$ cat config.mk
export PLATFORM = sky130hd
export DESIGN_NAME = y_sram_arbiter
export DESIGN_NICKNAME = d
export VERILOG_FILES = /design/src/rtl/y_arb_pkg.sv /design/src/rtl/y_rr_picker.sv /design/src/rtl/y_sram_arbiter.sv
export SDC_FILE = /design/constraint.sdc
export NUM_CORES = 1
export LEC_CHECK = 0
export CAP_MARGIN = 20
export CORE_AREA = 5 5 339 341
export DETAILED_ROUTE_END_ITERATION = 16
export DIE_AREA = 0 0 344 346
export PLACE_DENSITY_LB_ADDON = 0.15
export SYNTH_ARGS = -nofsm -noshare
export SYNTH_HDL_FRONTEND = slang
export SYNTH_SLANG_ARGS = --single-unit
$ cat constraint.sdc
create_clock -name clk -period 2.2 [get_ports clk]
set_clock_uncertainty 0.2 [all_clocks]
set_input_delay 0.44 -clock clk [delete_from_list [all_inputs] [get_ports clk]]
set_output_delay 0.44 -clock clk [all_outputs]
set_load 0.1 [all_outputs]
$ cat src/rtl/y_arb_pkg.sv
// Shared types and constants for the Y SRAM arbiter: FSM state encoding,
// idle bus address and hold-counter sizing.
package y_arb_pkg;

  typedef enum logic [1:0] {
    IDLE,
    GRANT,
    HANDOVER
  } state_t;

  localparam int Y_ADDR_W = 11;
  localparam logic [Y_ADDR_W-1:0] Y_IDLE_ADDR = '1;

  // Counter must hold 0..max_hold; keep at least one bit when the timeout is disabled.
  function automatic int hold_cnt_w(input int max_hold);
    return (max_hold < 1) ? 1 : $clog2(max_hold + 1);
  endfunction

endpackage

$ cat src/rtl/y_rr_picker.sv
// Combinational round-robin picker: first active request at or after the
// pointer, wrapping modulo NUM_REQ.
module y_rr_picker #(
  parameter int NUM_REQ = 2,
  parameter int PTR_W   = $clog2(NUM_REQ)
) (
  input  logic [NUM_REQ-1:0] i_req,
  input  logic [PTR_W-1:0]   i_ptr,
  output logic [NUM_REQ-1:0] o_onehot,
  output logic [PTR_W-1:0]   o_idx,
  output logic               o_any
);

  logic             w_found;
  logic [PTR_W-1:0] w_pos;

  always_comb begin
    o_onehot = '0;
    o_idx    = '0;
    o_any    = |i_req;
    w_found  = 1'b0;
    w_pos    = '0;
    for (int k = 0; k < NUM_REQ; k++) begin
      w_pos = PTR_W'((int'(i_ptr) + k) % NUM_REQ);
      if (!w_found && i_req[w_pos]) begin
        w_found         = 1'b1;
        o_onehot[w_pos] = 1'b1;
        o_idx           = w_pos;
      end
    end
  end

endmodule

$ cat src/rtl/y_sram_arbiter.sv
// Round-robin request/grant arbiter for the single Y SRAM port, with hold
// lock, one-cycle handover gap and optional starvation timeout.
module y_sram_arbiter
  import y_arb_pkg::*;
#(
  parameter int NUM_REQ  = 2,
  parameter int ADDR_W   = Y_ADDR_W,
  parameter int DATA_W   = 256,
  parameter int MAX_HOLD = 16
) (
  input  logic                      clk,
  input  logic                      reset,
  input  logic [NUM_REQ-1:0]        in_req,
  input  logic [NUM_REQ*ADDR_W-1:0] in_readAddr1,
  input  logic [NUM_REQ*ADDR_W-1:0] in_readAddr2,
  input  logic [NUM_REQ-1:0]        in_we,
  input  logic [NUM_REQ*ADDR_W-1:0] in_writeAddr,
  input  logic [NUM_REQ*DATA_W-1:0] in_writeData,
  output logic [NUM_REQ-1:0]        op_grant,
  output logic                      op_busy,
  output logic                      op_timeout,
  output logic [ADDR_W-1:0]         op_yReadAddress1,
  output logic [ADDR_W-1:0]         op_yReadAddress2,
  output logic                      op_yWriteEnable,
  output logic [ADDR_W-1:0]         op_yWriteAddress,
  output logic [DATA_W-1:0]         op_writeData
);

  localparam int PTR_W = $clog2(NUM_REQ);
  localparam int CNT_W = hold_cnt_w(MAX_HOLD);
  localparam logic [CNT_W-1:0]  CNT_MAX   = CNT_W'(MAX_HOLD);
  localparam logic [CNT_W-1:0]  CNT_LIM   = (MAX_HOLD > 0) ? CNT_W'(MAX_HOLD - 1) : '0;
  localparam logic [PTR_W-1:0]  PTR_LAST  = PTR_W'(NUM_REQ - 1);
  localparam logic [ADDR_W-1:0] IDLE_ADDR = '1;

  state_t             r_state, w_state_nxt;
  logic [NUM_REQ-1:0] r_grant, w_grant_nxt;
  logic [PTR_W-1:0]   r_owner, w_owner_nxt;
  logic [PTR_W-1:0]   r_ptr, w_ptr_nxt;
  logic [CNT_W-1:0]   r_cnt, w_cnt_nxt;
  logic               r_busy;
  logic               r_timeout, w_timeout_nxt;

  logic [NUM_REQ-1:0] w_win_oh;
  logic [PTR_W-1:0]   w_win_idx;
  logic               w_any;
  logic               w_others;

  y_rr_picker #(
    .NUM_REQ (NUM_REQ),
    .PTR_W   (PTR_W)
  ) u_picker (
    .i_req    (in_req),
    .i_ptr    (r_ptr),
    .o_onehot (w_win_oh),
    .o_idx    (w_win_idx),
    .o_any    (w_any)
  );

  assign w_others = |(in_req & ~r_grant);

  always_comb begin
    w_state_nxt   = r_state;
    w_grant_nxt   = r_grant;
    w_owner_nxt   = r_owner;
    w_ptr_nxt     = r_ptr;
    w_cnt_nxt     = r_cnt;
    w_timeout_nxt = 1'b0;
    case (r_state)
      GRANT: begin
        w_cnt_nxt = (r_cnt < CNT_MAX) ? r_cnt + 1'b1 : r_cnt;
        if (!in_req[r_owner]) begin
          w_state_nxt = HANDOVER;
          w_grant_nxt = '0;
        end else if ((MAX_HOLD != 0) && (r_cnt >= CNT_LIM) && w_others) begin
          // Limit reached with someone waiting: pre-empt; the loser sits last in RR order.
          w_state_nxt   = HANDOVER;
          w_grant_nxt   = '0;
          w_timeout_nxt = 1'b1;
        end
      end
      default: begin
        w_cnt_nxt = '0;
        if (w_any) begin
          w_state_nxt = GRANT;
          w_grant_nxt = w_win_oh;
          w_owner_nxt = w_win_idx;
          w_ptr_nxt   = (w_win_idx == PTR_LAST) ? '0 : w_win_idx + 1'b1;
        end else begin
          w_state_nxt = IDLE;
          w_grant_nxt = '0;
        end
      end
    endcase
  end

  always_ff @(posedge clk) begin
    if (reset) begin
      r_state   <= IDLE;
      r_grant   <= '0;
      r_owner   <= '0;
      r_ptr     <= '0;
      r_cnt     <= '0;
      r_busy    <= 1'b0;
      r_timeout <= 1'b0;
    end else begin
      r_state   <= w_state_nxt;
      r_grant   <= w_grant_nxt;
      r_owner   <= w_owner_nxt;
      r_ptr     <= w_ptr_nxt;
      r_cnt     <= w_cnt_nxt;
      r_busy    <= (w_state_nxt == GRANT);
      r_timeout <= w_timeout_nxt;
    end
  end

  assign op_grant   = r_grant;
  assign op_busy    = r_busy;
  assign op_timeout = r_timeout;

  // SRAM pins: combinational mux of the owner's slices, idle values otherwise.
  always_comb begin
    op_yReadAddress1 = IDLE_ADDR;
    op_yReadAddress2 = IDLE_ADDR;
    op_yWriteAddress = IDLE_ADDR;
    op_yWriteEnable  = 1'b0;
    op_writeData     = '0;
    if (r_busy) begin
      op_yReadAddress1 = in_readAddr1[r_owner*ADDR_W +: ADDR_W];
      op_yReadAddress2 = in_readAddr2[r_owner*ADDR_W +: ADDR_W];
      op_yWriteAddress = in_writeAddr[r_owner*ADDR_W +: ADDR_W];
      op_yWriteEnable  = in_we[r_owner];
      op_writeData     = in_writeData[r_owner*DATA_W +: DATA_W];
    end
  end

endmodule
==> results of run 1 <==
==> report_power, final <==
part | internal, mW | switching, mW
sequential | 0.252 | 0.0220
clock | 0.242 | 0.100
combinational | 4.83 | 6.16
==> state kept, by name, indices dropped and copies added, names as in the netlist <==
name        flops
r_ptr           1
r_cnt           5
op_timeout      1
op_grant        2
r_state         2
r_owner         1
op_busy         1
==> logic make-up after synthesis <==
family                   synth area share
AO/OA/AOI/OAI                      0.0141
XOR/XNOR                          0.00320
adder cells (fa/ha/maj)           0.00456
buffers and inverters              0.0561
flip-flops                         0.0475
multiplexers                        0.533
AND/OR/NAND/NOR                     0.341
==> stage by stage <==
stage | setup slack, ps | cells | hold slack [ps] | utilization | instance area [um^2]
floorplan | -383 | 707 | 267 | - | 6900
global placement | -254 | 3072 | 280 | 0.187 | 20800
detailed placement | -218 | 3072 | 291 | 0.187 | 20800
CTS | -224 | 3112 | 304 | 0.204 | 22700
global route | -243 | 3147 | 330 | 0.216 | 24100
finish | -182 | 3148 | 301 | 0.216 | 24100
==> layer usage <==
layer | vias up | global-route usage | wire length [um]
met3 | 16 | 0.0336 | 5930
met2 | 434 | 0.182 | 33200
li1 | 4310 | - | -
met5 | - | 0 | 25
met4 | 4 | 0.00797 | 488
met1 | 4282 | 0.105 | 22200
==> cells in the mapped netlist <==
cell,n
mux2i_1,292
nor2b_1,259
nand2_1,36
clkbuf_1,34
buf_2,33
dfxtp_1,13
nor2_1,6
a21oi_1,4
inv_1,4
nand2b_1,4
ha_1,2
nand3_1,2
o21ai_0,2
o22ai_1,2
o32ai_1,2
a22oi_1,1
and2b_2,1
and3_1,1
nand4_1,1
nor3_1,1
o21ba_1,1
or2_4,1
or2b_2,1
or3_1,1
or3b_1,1
xnor2_1,1
xor2_1,1
==> worst max path at each step <==
stage / endpoint / slack [ps] / cells past startpoint / startpoint
2_1_floorplan: op_writeData[108] / -380 / 4 / op_busy
3_3_place_gp: op_writeData[18] / -250 / 5 / r_owner
3_5_place_dp: op_writeData[18] / -220 / 5 / r_owner
4_1_cts: op_writeData[110] / -220 / 6 / r_owner
5_1_grt: op_writeData[162] / -240 / 6 / r_owner
6_report: op_writeData[188] / -180 / 6 / r_owner
==> layout make-up <==
cell class	instances	area (um^2)
fillers	11900	87500
well taps	1500	1880
clock buffers	3	75.1
clock inverters	1	5.00
diodes	3	7.51
multi-input cells	623	8190
inverters	4	15.0
flip-flops and latches	13	268
repair buffers	1001	13700
==> worst max-delay path, cell delays in order (launching register included) <==
cell,delay (ps)
dfxtp_4,390
buf_12,180
clkbuf_16,210
mux2i_4,320
buf_6,150
nor2b_4,40
buf_12,150
==> repair_timing <==
item                                   CTS  global route
hold buffers                             0             0
pin swaps                                7             0
setup endpoints to repair              264           289
cloned                                   9             8
resized for setup                      238           165
buffers inserted                        27            27
endpoints found under the hold margin    0             0
==> metrics, run 1 <==
status=complete, but fails checks; failing checks=setup timing; final RePlAce weighted congestion=0.835; final hold vios=0; commonest cells after routing, fill and taps aside=clkdlybuf4s50_1 (583), buf_12 (328), nor2b_4 (135); commonest non-fill, non-tap cell in the layout=clkdlybuf4s50_1; Clock Sinks=13; HPWL reported at the end of detailed placement=52.3 mm; cell accounting for the most synthesized area=mux2i_1; min-delay src=r_cnt[3]; FP Rows=123; Residual DRC=0; mapped cell area=5480 um^2; Ys Warns=0; worst setup margin=-182 ps; core area=112,000 um^2; Clock Tree Buf Depth=2; CTS tree=yes; hold path endpoint=r_cnt[3]; vias post-DR=9,046; Yosys cell types=27; Critical Path Source Type=flop; Clock Tree Root=clkbuf_16; max-capacitance violation count=0; Pwr Total=11.6 mW; Worst EP arrival=1740 ps; I/O pins=878; share of post-route cells with drive strength above 1=0.553; vias in the first global route=9,850; RSZ-0062 raised after global routing=yes; die area=119,000 um^2; clock latency on the worst-skew pair=240 ps; max-slew violations=0; hold path depth=2; Setup CP Type=flop to output port; #FFs+latches synth=13; Post-Syn Instances=707; Iteration-0 DRC Markers=190; Worst Path Required=1560 ps; pin count of the biggest net entering global routing=83; top cell type's share of synthesized area=0.533; Slew @ Worst Pin=377 ps; Die W=344 um; worst reg2reg path depth=6; CP Max Fanout=12; initial antenna violation count=4; Reg clk slew, reported paths=50 ps; PD cells=482 nW/um^2; Final min period=2380 ps; total gr overflow=0; FF-to-FF setup slack=400 ps; Synth area leaders=mux2i_1 (53%), nor2b_1 (30%), dfxtp_1 (4.7%), buf_2 (3.0%), nand2_1 (2.5%); setup_tns=-21,850 ps; Die Height=346 um; # H-tree levels=1; Worst Hold Class=flop to flop; Critical R2R Capture=op_grant[0]; Pre-antenna DRT Iters=4; Max VDD drop=0.200 mV; Mapped Nets=1,293; area growth from synthesis to layout=340%; Mapped Avg Cell Area=7.75 um^2; routed len/inst=19.7 um; Seq/Total Area, Yosys=0.0475; Routed WL=61.9 mm; first-pass GRT wire length=80.7 mm; relative slew slack=0.748; Final setup viols=255; CTS Buf Count=3; gr usage total=0.0953; PortBufs=877; final worst path period share=1.08; vias per cell=2.87; Pleak=8.41 nW; FMAX=420 MHz; launching point of the worst reg2reg path=r_owner; Antenna Nets Post-Route=0; Initial Utilization=0.0491; CP Capture Type=output port; Nets=2,232
Power figures use the tool's default switching activity.
==> run 2: changes to the inputs <==
--- a/config.mk
+++ b/config.mk
@@ -11,4 +11,5 @@
 export DIE_AREA = 0 0 344 346
 export PLACE_DENSITY_LB_ADDON = 0.15
+export SETUP_SLACK_MARGIN = 0.3
 export SYNTH_ARGS = -nofsm -noshare
 export SYNTH_HDL_FRONTEND = slang
==> constraint.sdc (replaced) <==
create_clock -name clk -period 2.2 [get_ports clk]
set_clock_uncertainty 0.2 [all_clocks]
set_input_delay 0.33 -clock clk [delete_from_list [all_inputs] [get_ports clk]]
set_output_delay 0.33 -clock clk [all_outputs]
set_load 0.1 [all_outputs]
==> run 2 against run 1 <==
The run still ends with setup timing left; total power increased by 4.6%; die area unchanged; setup slack better by 26 ps; non-clock buffer count grew 2; routed wire length up 19%; register-to-register slack got worse by 320 ps; utilization is 0.68 points higher; sequential share of layout area about the same; maximum frequency up 1.1%; largest power group unchanged.
==> metrics, run 2 (synthesis gave the netlist of run 1 again) <==
status=complete, but fails checks; failing checks=setup timing; Clock Sinks=13; Clock Tree Buf Depth=2; hold slack=322 ps; FF/Latch Area=268 um^2; FMAX=424 MHz; final hold vios=0; PortBufs=877; routed len/inst=23.3 um; Die W=344 um; Critical Path Source Type=flop; CTS tree=yes; vias in the first global route=10,200; commonest non-fill, non-tap cell in the layout=clkdlybuf4s50_1; CTS Buf Count=3; worst setup margin=-157 ps; pin count of the biggest net entering global routing=51; setup_tns=-7670 ps; Biggest register=r_cnt; worst reg2reg path depth=8; vias post-DR=9,143; Nets=2,234; Setup CP Type=flop to output port; fillers=11,800; first-pass GRT wire length=91.8 mm; min-delay src=op_grant[0]; launching point of the worst reg2reg path=r_owner; Iteration-0 DRC Markers=178; final instance area=24,900 um^2; max-slew violations=0; Critical R2R Capture=op_grant[0]; die area=119,000 um^2; Max VDD drop=0.233 mV; clock latency on the worst-skew pair=240 ps; area growth from synthesis to layout=353%; Worst Path Required=1670 ps; Slew @ Worst Pin=373 ps; FP Rows=123; CP Capture Type=output port; Residual DRC=0; Antenna Nets Post-Route=0; max reg flops=5; Worst EP arrival=1830 ps; relative slew slack=0.751; final RePlAce weighted congestion=0.841; max-capacitance violation count=0; commonest cells after routing, fill and taps aside=clkdlybuf4s50_1 (583), buf_12 (315), nor2b_4 (163); Area after DPL=21,000 um^2; Reg clk slew, reported paths=50 ps; Clock Tree Root=clkbuf_16; gr usage total=0.110; Final setup viols=141; initial antenna violation count=10; HPWL reported at the end of detailed placement=63.5 mm; Pre-antenna DRT Iters=4; vias per cell=2.90; Pleak=8.69 nW; # H-tree levels=1; total gr overflow=0; Worst Hold Class=flop to flop; core area=112,000 um^2; share of post-route cells with drive strength above 1=0.594; Final min period=2360 ps; FF-to-FF setup slack=80 ps; PD cells=488 nW/um^2; CP Max Fanout=6; hold path depth=2; I/O pins=878; final worst path period share=1.07; RSZ-0062 raised after global routing=yes; Routed WL=73.4 mm; fin util=0.223; hold path endpoint=op_grant[0]; CTS Hold Buffers Added=0; Die Height=346 um; area occupied by multi-input gates=8970 um^2; Initial Utilization=0.0491
[run 2: per-stage QoR]
step,power [mW],instances,worst slack [ps]
finish,12.1,3149,-157
global route,12.5,3148,-212
global placement,10.5,3089,-279
floorplan,5.98,707,-273
CTS,11.5,3104,-213
detailed placement,10.5,3089,-324
[run 2: worst max-delay path, cell delays in order (launching register included)]
cell and delay (ps):
dfxtp_4 370, buf_12 150, buf_12 120, buf_16 140
buf_12 130, mux2i_4 200, buf_6 140, nor2b_4 130
buf_12 180
[run 2: what timing repair did]
action	4_1_cts	5_1_grt
endpoints found under the setup margin	292	296
buffers inserted	7	25
gates cloned	4	18
pin swaps	0	1
resized for setup	253	279
[run 2: report_power, final]
group,leakage [nW],switching (mW),total [mW],internal [mW]
logic,8.55,6.53,11.5,4.99
clock network,0.0382,0.0960,0.340,0.244
registers,0.108,0.0228,0.275,0.252
[run 2: how the worst max path moves through the flow]
stage            start                 to  slack, ps  cells past startpoint
2_1_floorplan  op_busy  op_writeData[108]       -270                      4
3_3_place_gp   r_owner  op_writeData[207]       -280                      5
3_5_place_dp   r_owner  op_writeData[207]       -320                      5
4_1_cts        r_owner  op_writeData[206]       -210                      5
5_1_grt        r_owner  op_writeData[207]       -210                      6
6_report       r_owner  op_writeData[179]       -160                      8
[run 2: metal layers]
layer | part of all wire | GRT usage | vias up
met2 | 0.52 | 0.203 | 459
li1 | - | - | 4299
met3 | 0.075 | 0.0309 | 36
met1 | 0.39 | 0.127 | 4341
met4 | 0.017 | 0.0175 | 8
met5 | 0.00054 | 0 | -
[run 2: cell type report]
class	count	share of cell area
clock buffers	4	0.00317
inverters	4	0.000604
multi-input cells	623	0.361
flip-flops and latches	13	0.0108
repair buffers	1003	0.549
diodes	2	0.000201
well taps	1500	0.0755
==> run 3: changes to the inputs <==
- CTS_CLUSTER_SIZE: default -> 12
- GPL_ROUTABILITY_DRIVEN: default -> 0
==> results of run 3 <==
Same layout as run 2: the final DEF is identical, and so are final timing and power.
